**config.mk**
```make
export PLATFORM = sky130hd
export DESIGN_NAME = m_axis_rc_skid
export DESIGN_NICKNAME = d
export VERILOG_FILES = /design/src/rtl/m_axis_rc_skid.sv
export SDC_FILE = /design/constraint.sdc
export NUM_CORES = 1
export LEC_CHECK = 0
export ABC_AREA = 1
export ABC_CLOCK_PERIOD_IN_PS = 70800
export BUFFER_PORTS_ARGS = -buffer_cell sky130_fd_sc_hd__buf_2
export CAP_MARGIN = 5
export CORE_AREA = 5 5 532 534
export CTS_BUF_LIST = sky130_fd_sc_hd__clkbuf_16
export CTS_CLUSTER_DIAMETER = 120
export CTS_CLUSTER_SIZE = 30
export DETAILED_ROUTE_END_ITERATION = 12
export DIE_AREA = 0 0 537 539
export GPL_ROUTABILITY_DRIVEN = 0
export GPL_TIMING_DRIVEN = 0
export PLACE_DENSITY = 0.33
export SLEW_MARGIN = 0
export SYNTH_ARGS = -nofsm -noshare
export SYNTH_HDL_FRONTEND = slang
export SYNTH_SLANG_ARGS = --single-unit
```
**constraint.sdc**
```tcl
create_clock -name user_clk -period 70.8 [get_ports user_clk]
set_clock_uncertainty 0.15 [all_clocks]
set_input_delay 10.62 -clock user_clk [delete_from_list [all_inputs] [get_ports user_clk]]
set_output_delay 10.62 -clock user_clk [all_outputs]
set_load 0.02 [all_outputs]
```
**src/rtl/m_axis_rc_skid.sv**
```systemverilog
// Two-entry registered skid buffer (main M + skid S) on the 512-bit RC AXI-Stream path.
// tready_h is a flop. Optional completion statistics are enabled by defining M_AXIS_RC_SKID_STATS_EN.
module m_axis_rc_skid #(
  parameter int DATA_WIDTH = 512,
  parameter int KEEP_WIDTH = DATA_WIDTH / 8
) (
  input  logic                  user_clk,
  input  logic                  user_reset,
  input  logic [DATA_WIDTH-1:0] m_axis_rc_tdata_h,
  input  logic [KEEP_WIDTH-1:0] m_axis_rc_tkeep_h,
  input  logic                  m_axis_rc_tlast_h,
  input  logic [84:0]           m_axis_rc_tuser_h,
  input  logic                  m_axis_rc_tvalid_h,
  output logic [3:0]            m_axis_rc_tready_h,
  output logic [DATA_WIDTH-1:0] m_axis_rc_tdata_a,
  output logic [KEEP_WIDTH-1:0] m_axis_rc_tkeep_a,
  output logic                  m_axis_rc_tlast_a,
  output logic [84:0]           m_axis_rc_tuser_a,
  output logic                  m_axis_rc_tvalid_a,
  input  logic [3:0]            m_axis_rc_tready_a,
  output logic [31:0]           rc_tlp_count,
  output logic [15:0]           rc_discontinue_count,
  output logic [1:0]            rc_skid_state
);
  localparam int USER_WIDTH = 85;
  localparam int BEAT_WIDTH = DATA_WIDTH + KEEP_WIDTH + 1 + USER_WIDTH;

  // Valid/ready: a beat moves on an edge where valid and ready are both high; once valid is
  // raised it holds the same beat until that transfer. Only tready_a[0] is honoured.
  // State bits are the entry valid flags: bit 0 = M valid, bit 1 = S valid.
  typedef enum logic [1:0] {
    EMPTY = 2'b00,
    ONE   = 2'b01,
    FULL  = 2'b11
  } skid_state_e;

  skid_state_e           state_q, state_d;
  logic                  ready_q;
  logic                  in_accept, out_accept;
  logic                  load_m_in, load_m_skid, load_s;
  logic [BEAT_WIDTH-1:0] in_beat, m_beat, s_beat;
  logic                  unused_ready_hi;

  assign unused_ready_hi = ^m_axis_rc_tready_a[3:1];

  assign in_beat    = {m_axis_rc_tdata_h, m_axis_rc_tkeep_h, m_axis_rc_tlast_h, m_axis_rc_tuser_h};
  assign in_accept  = m_axis_rc_tvalid_h & ready_q;
  assign out_accept = state_q[0] & m_axis_rc_tready_a[0];

  always_comb begin
    state_d     = state_q;
    load_m_in   = 1'b0;
    load_m_skid = 1'b0;
    load_s      = 1'b0;
    case (state_q)
      EMPTY: begin
        if (in_accept) begin
          state_d   = ONE;
          load_m_in = 1'b1;
        end
      end
      ONE: begin
        case ({in_accept, out_accept})
          2'b11:   load_m_in = 1'b1;
          2'b10: begin
            state_d = FULL;
            load_s  = 1'b1;
          end
          2'b01:   state_d = EMPTY;
          default: state_d = ONE;
        endcase
      end
      FULL: begin
        // ready_q is low here, so only the drain side can move
        if (out_accept) begin
          state_d     = ONE;
          load_m_skid = 1'b1;
        end
      end
      default: state_d = EMPTY;
    endcase
  end

  always_ff @(posedge user_clk or posedge user_reset) begin
    if (user_reset) begin
      state_q <= EMPTY;
      ready_q <= 1'b0;
    end else begin
      state_q <= state_d;
      ready_q <= ~state_d[1];
    end
  end

  // Payload registers carry no reset; the valid flags above qualify them.
  always_ff @(posedge user_clk) begin
    if (load_m_in) begin
      m_beat <= in_beat;
    end else if (load_m_skid) begin
      m_beat <= s_beat;
    end
    if (load_s) begin
      s_beat <= in_beat;
    end
  end

  assign {m_axis_rc_tdata_a, m_axis_rc_tkeep_a, m_axis_rc_tlast_a, m_axis_rc_tuser_a} = m_beat;
  assign m_axis_rc_tvalid_a = state_q[0];
  assign m_axis_rc_tready_h = {4{ready_q}};
  assign rc_skid_state      = state_q;

`ifdef M_AXIS_RC_SKID_STATS_EN
  logic [31:0] tlp_cnt_q;
  logic [15:0] disc_cnt_q;
  logic        tlp_done;

  assign tlp_done = out_accept & m_axis_rc_tlast_a;

  // TLP count wraps; discontinue count sticks at all-ones
  always_ff @(posedge user_clk or posedge user_reset) begin
    if (user_reset) begin
      tlp_cnt_q  <= '0;
      disc_cnt_q <= '0;
    end else if (tlp_done) begin
      tlp_cnt_q <= tlp_cnt_q + 32'd1;
      if (m_axis_rc_tuser_a[42] && (disc_cnt_q != 16'hFFFF)) begin
        disc_cnt_q <= disc_cnt_q + 16'd1;
      end
    end
  end

  assign rc_tlp_count         = tlp_cnt_q;
  assign rc_discontinue_count = disc_cnt_q;
`else
  assign rc_tlp_count         = '0;
  assign rc_discontinue_count = '0;
`endif

endmodule

```
==> impl_metrics.json <==
{
  "layout-drive-gt1-share": 0.323,
  "cts_tree": "yes",
  "crit_type": "in2reg",
  "grt_pass1_vias": 34000,
  "cap_violations": 0,
  "wl_um": 218000,
  "use_met3": 0.0704,
  "ys_types": 16,
  "insertion_delay_ns": 0.72,
  "rows": 194,
  "antenna_found_initial": 222,
  "required_ns": 71.09,
  "yosys-top-cells-area": "edfxtp_1 (80%), nand2_1 (10%), nand3_1 (6.7%)",
  "io_buffer_count": 1334,
  "post_cts_buffers": 0,
  "synth_edf_count": 1324,
  "vdd_drop_max_mv": 0.0181,
  "synth_area_um2": 49600,
  "groute.layer.met1.usage": 0.166,
  "max_slew.worst_pin.slew_ns": 1.20,
  "num_vias": 34200,
  "rsz0062_at_grt": "false",
  "slowest_delay_ns": 0.67,
  "viasPerCell": 3.82,
  "grt_max_degree": 32,
  "powerDensity_nw_per_um2": 28.0,
  "wire_per_inst_um": 24.4,
  "die_y_um": 539,
  "synth_simple_gate_area_frac": 0.168,
  "synth_top_family_by_area": "simple AND/OR/NAND/NOR gates",
  "final_nets": 5773,
  "ys.warnings.count": 0,
  "hold_path_class": "reg2reg",
  "clkTransAtPathRegs_ns": 0.12,
  "nFillCells": 30000,
  "p_sw_frac": 0.318,
  "fmax_ghz": 0.0692,
  "ys_seq_area_frac": 0.803,
  "synthFlopType": "edfxtp_1",
  "maxSlewViolCount": 0,
  "crit_path_max_fanout": 23,
  "holdBufCountCts": 0,
  "ios": 1386,
  "async_flop_share": 0.00226,
  "finalSetupTns_ns": 0,
  "grtUsageTotal": 0.143,
  "setup_viol": 0,
  "clkPwrFrac": 0.241,
  "yosys-mux-area-fraction": 0,
  "status": "completed",
  "detail-route-antenna-nets": 0,
  "cts_resized": 0,
  "use_met2": 0.232,
  "intPower_mw": 1.23,
  "synth_commonest_cells": "nand2_1 (1328), edfxtp_1 (1324), nand3_1 (663)",
  "clockBufferDepth": 3,
  "p_sw_mw": 0.574,
  "cpMostUsedCell": "buf_16",
  "max_slew_margin": 0.202,
  "path_cells": "buf_2, inv_1, nand2_2, buf_2, a21boi_4, buf_16, buf_16, buf_12, buf_12, buf_12, buf_12, buf_16, buf_16, buf_16, buf_16, buf_16, buf_12",
  "initialDrtViolationCount": 2415,
  "cts-root-buf": "clkbuf_16",
  "die_w_um": 537,
  "drc_errors": 0,
  "synth_fa_ha_area_frac": 0,
  "syn_area_per_cell_um2": 13.8,
  "synth-xor-area-share": 0,
  "cts_sinks": 1327,
  "grt_overflow_total": 0,
  "synth_compound_area_frac": 0.000252,
  "hold_violations": 0,
  "core_um2": 278000,
  "cp_slowest_cell": "a21boi_4",
  "start_util": 0.178,
  "synth.most_common_cell": "nand2_1",
  "synth.top_cell.area_share": 0.802,
  "grt_pass1_wl_um": 292000,
  "syn_inst": 3601,
  "critPathArrivalTime_ns": 14.75,
  "comb_power_share": 0.212,
  "h-tree-depth": 2,
  "busiest_layer": "met2",
  "areaGrowthSynthToFinish_pct": 30.1,
  "synth_top_cell_by_area": "edfxtp_1",
  "whs_ns": 0.351,
  "power.leakage_nw": 26.0,
  "critical_path.startpoint_type": "input pin",
  "die_area_um2": 289000,
  "post-dp-hpwl_um": 171000,
  "cts_buffers": 56,
  "p_seq_frac": 0.547,
  "crit_family": "buffers and inverters",
  "fin_crit_sh": 0.204,
  "cp_num_buf_inv": 15,
  "period_needed_ns": 14.46,
  "first_pass_iters": 5,
  "endpoint_kind": "flip-flop",
  "synth_seq_cells": 1327
}
==> through the flow <==
step           instances  power, mW  area (um2)   util  setup WS (ns)
6_report            8937       1.81       64500  0.232          56.34
2_1_floorplan       3648       1.34       49800      -           9.56
3_3_place_gp        8706       1.64       61100  0.220         -28.96
5_1_grt             8894       1.90       64400  0.232          56.05
3_5_place_dp        8770       1.40       62600  0.225          55.29
4_1_cts             8856       1.85       64300  0.231          56.17
==> kinds of logic after synthesis <==
group	after synthesis
simple gates	1994
flops	1327
buf+inv	277
compound gates	2
other cells	1
==> worst register-to-register path, cell delays in order, from the launching register on <==
cell and delay [ns]:
dfrtp_1 0.48, nand2_2 0.58, buf_2 0.42, a21boi_4 0.68
buf_16 0.24, buf_16 0.17, buf_12 0.21, buf_12 0.21
buf_12 0.22, buf_12 0.22, buf_16 0.20, buf_16 0.18
buf_16 0.17, buf_16 0.18, buf_16 0.18, buf_12 0.21
==> cells in the final DEF, fill, tap and decap left out, types with 4 or more instances in the layout <==
| cell | instances |
|---|---|
| buf_2 | 1457 |
| conb_1 | 48 |
| diode_2 | 81 |
| nand2_1 | 1328 |
| edfxtp_1 | 1324 |
| clkbuf_1 | 75 |
| buf_1 | 14 |
| buf_16 | 21 |
| inv_1 | 15 |
| buf_4 | 57 |
| inv_6 | 4 |
| nand3_1 | 663 |
| clkbuf_16 | 57 |
| buf_12 | 43 |
==> layout make-up <==
class | count | area (um2) | area share
Antenna cell | 81 | 203 | 0.00314
Buffer | 272 | 1410 | 0.0218
Clock buffer | 57 | 1430 | 0.0221
Clock inverter | 29 | 335 | 0.00520
Inverter | 5 | 18.8 | 0.000291
Multi-Input combinational cell | 2044 | 8540 | 0.132
Sequential cell | 1327 | 39800 | 0.617
Tap cell | 3724 | 4660 | 0.0722
Timing Repair Buffer | 1398 | 8120 | 0.126
==> per-layer routing <==
layer / part of all wire / wire (um) / vias up
met3: 0.12 / 27100 / 460
met5: 0.0052 / 1140 / -
li1: - / - / 15700
met1: 0.38 / 82000 / 16400
met4: 0.033 / 7250 / 182
met2: 0.46 / 100000 / 1425
==> power by group through the flow <==
stage	logic (mW)	clock network, mW	registers, mW
3_3_place_gp	0.371	0	1.27
4_1_cts	0.398	0.461	0.990
3_5_place_dp	0.397	0	1.01
6_report	0.383	0.436	0.989
5_1_grt	0.418	0.485	0.995
2_1_floorplan	0.117	0	1.22
==> final timing paths <==
kind                            slack (ns)                         start                      endpoint  cells past startpoint
worst min register to register        0.35         s_beat[178]$_DFFE_PP_         m_beat[178]$_DFFE_PP_                      2
worst min-delay path                  0.35         s_beat[178]$_DFFE_PP_         m_beat[178]$_DFFE_PP_                      2
min in group asynchronous             9.61                    user_reset             ready_q$_DFF_PP0_                      2
worst max register to register       65.82  rc_skid_state[0]$_DFFE_PP0P_         m_beat[237]$_DFFE_PP_                     15
max in group asynchronous            60.75                    user_reset  rc_skid_state[0]$_DFFE_PP0P_                      2
worst max-delay path                 56.34         m_axis_rc_tready_a[0]         m_beat[237]$_DFFE_PP_                     17
==> state kept, by name, summed over array words and instances, names as in the netlist <==
register       count
ready_q            1
s_beat           662
rc_skid_state      2
m_beat           662
(Power assumes the default switching activity.)
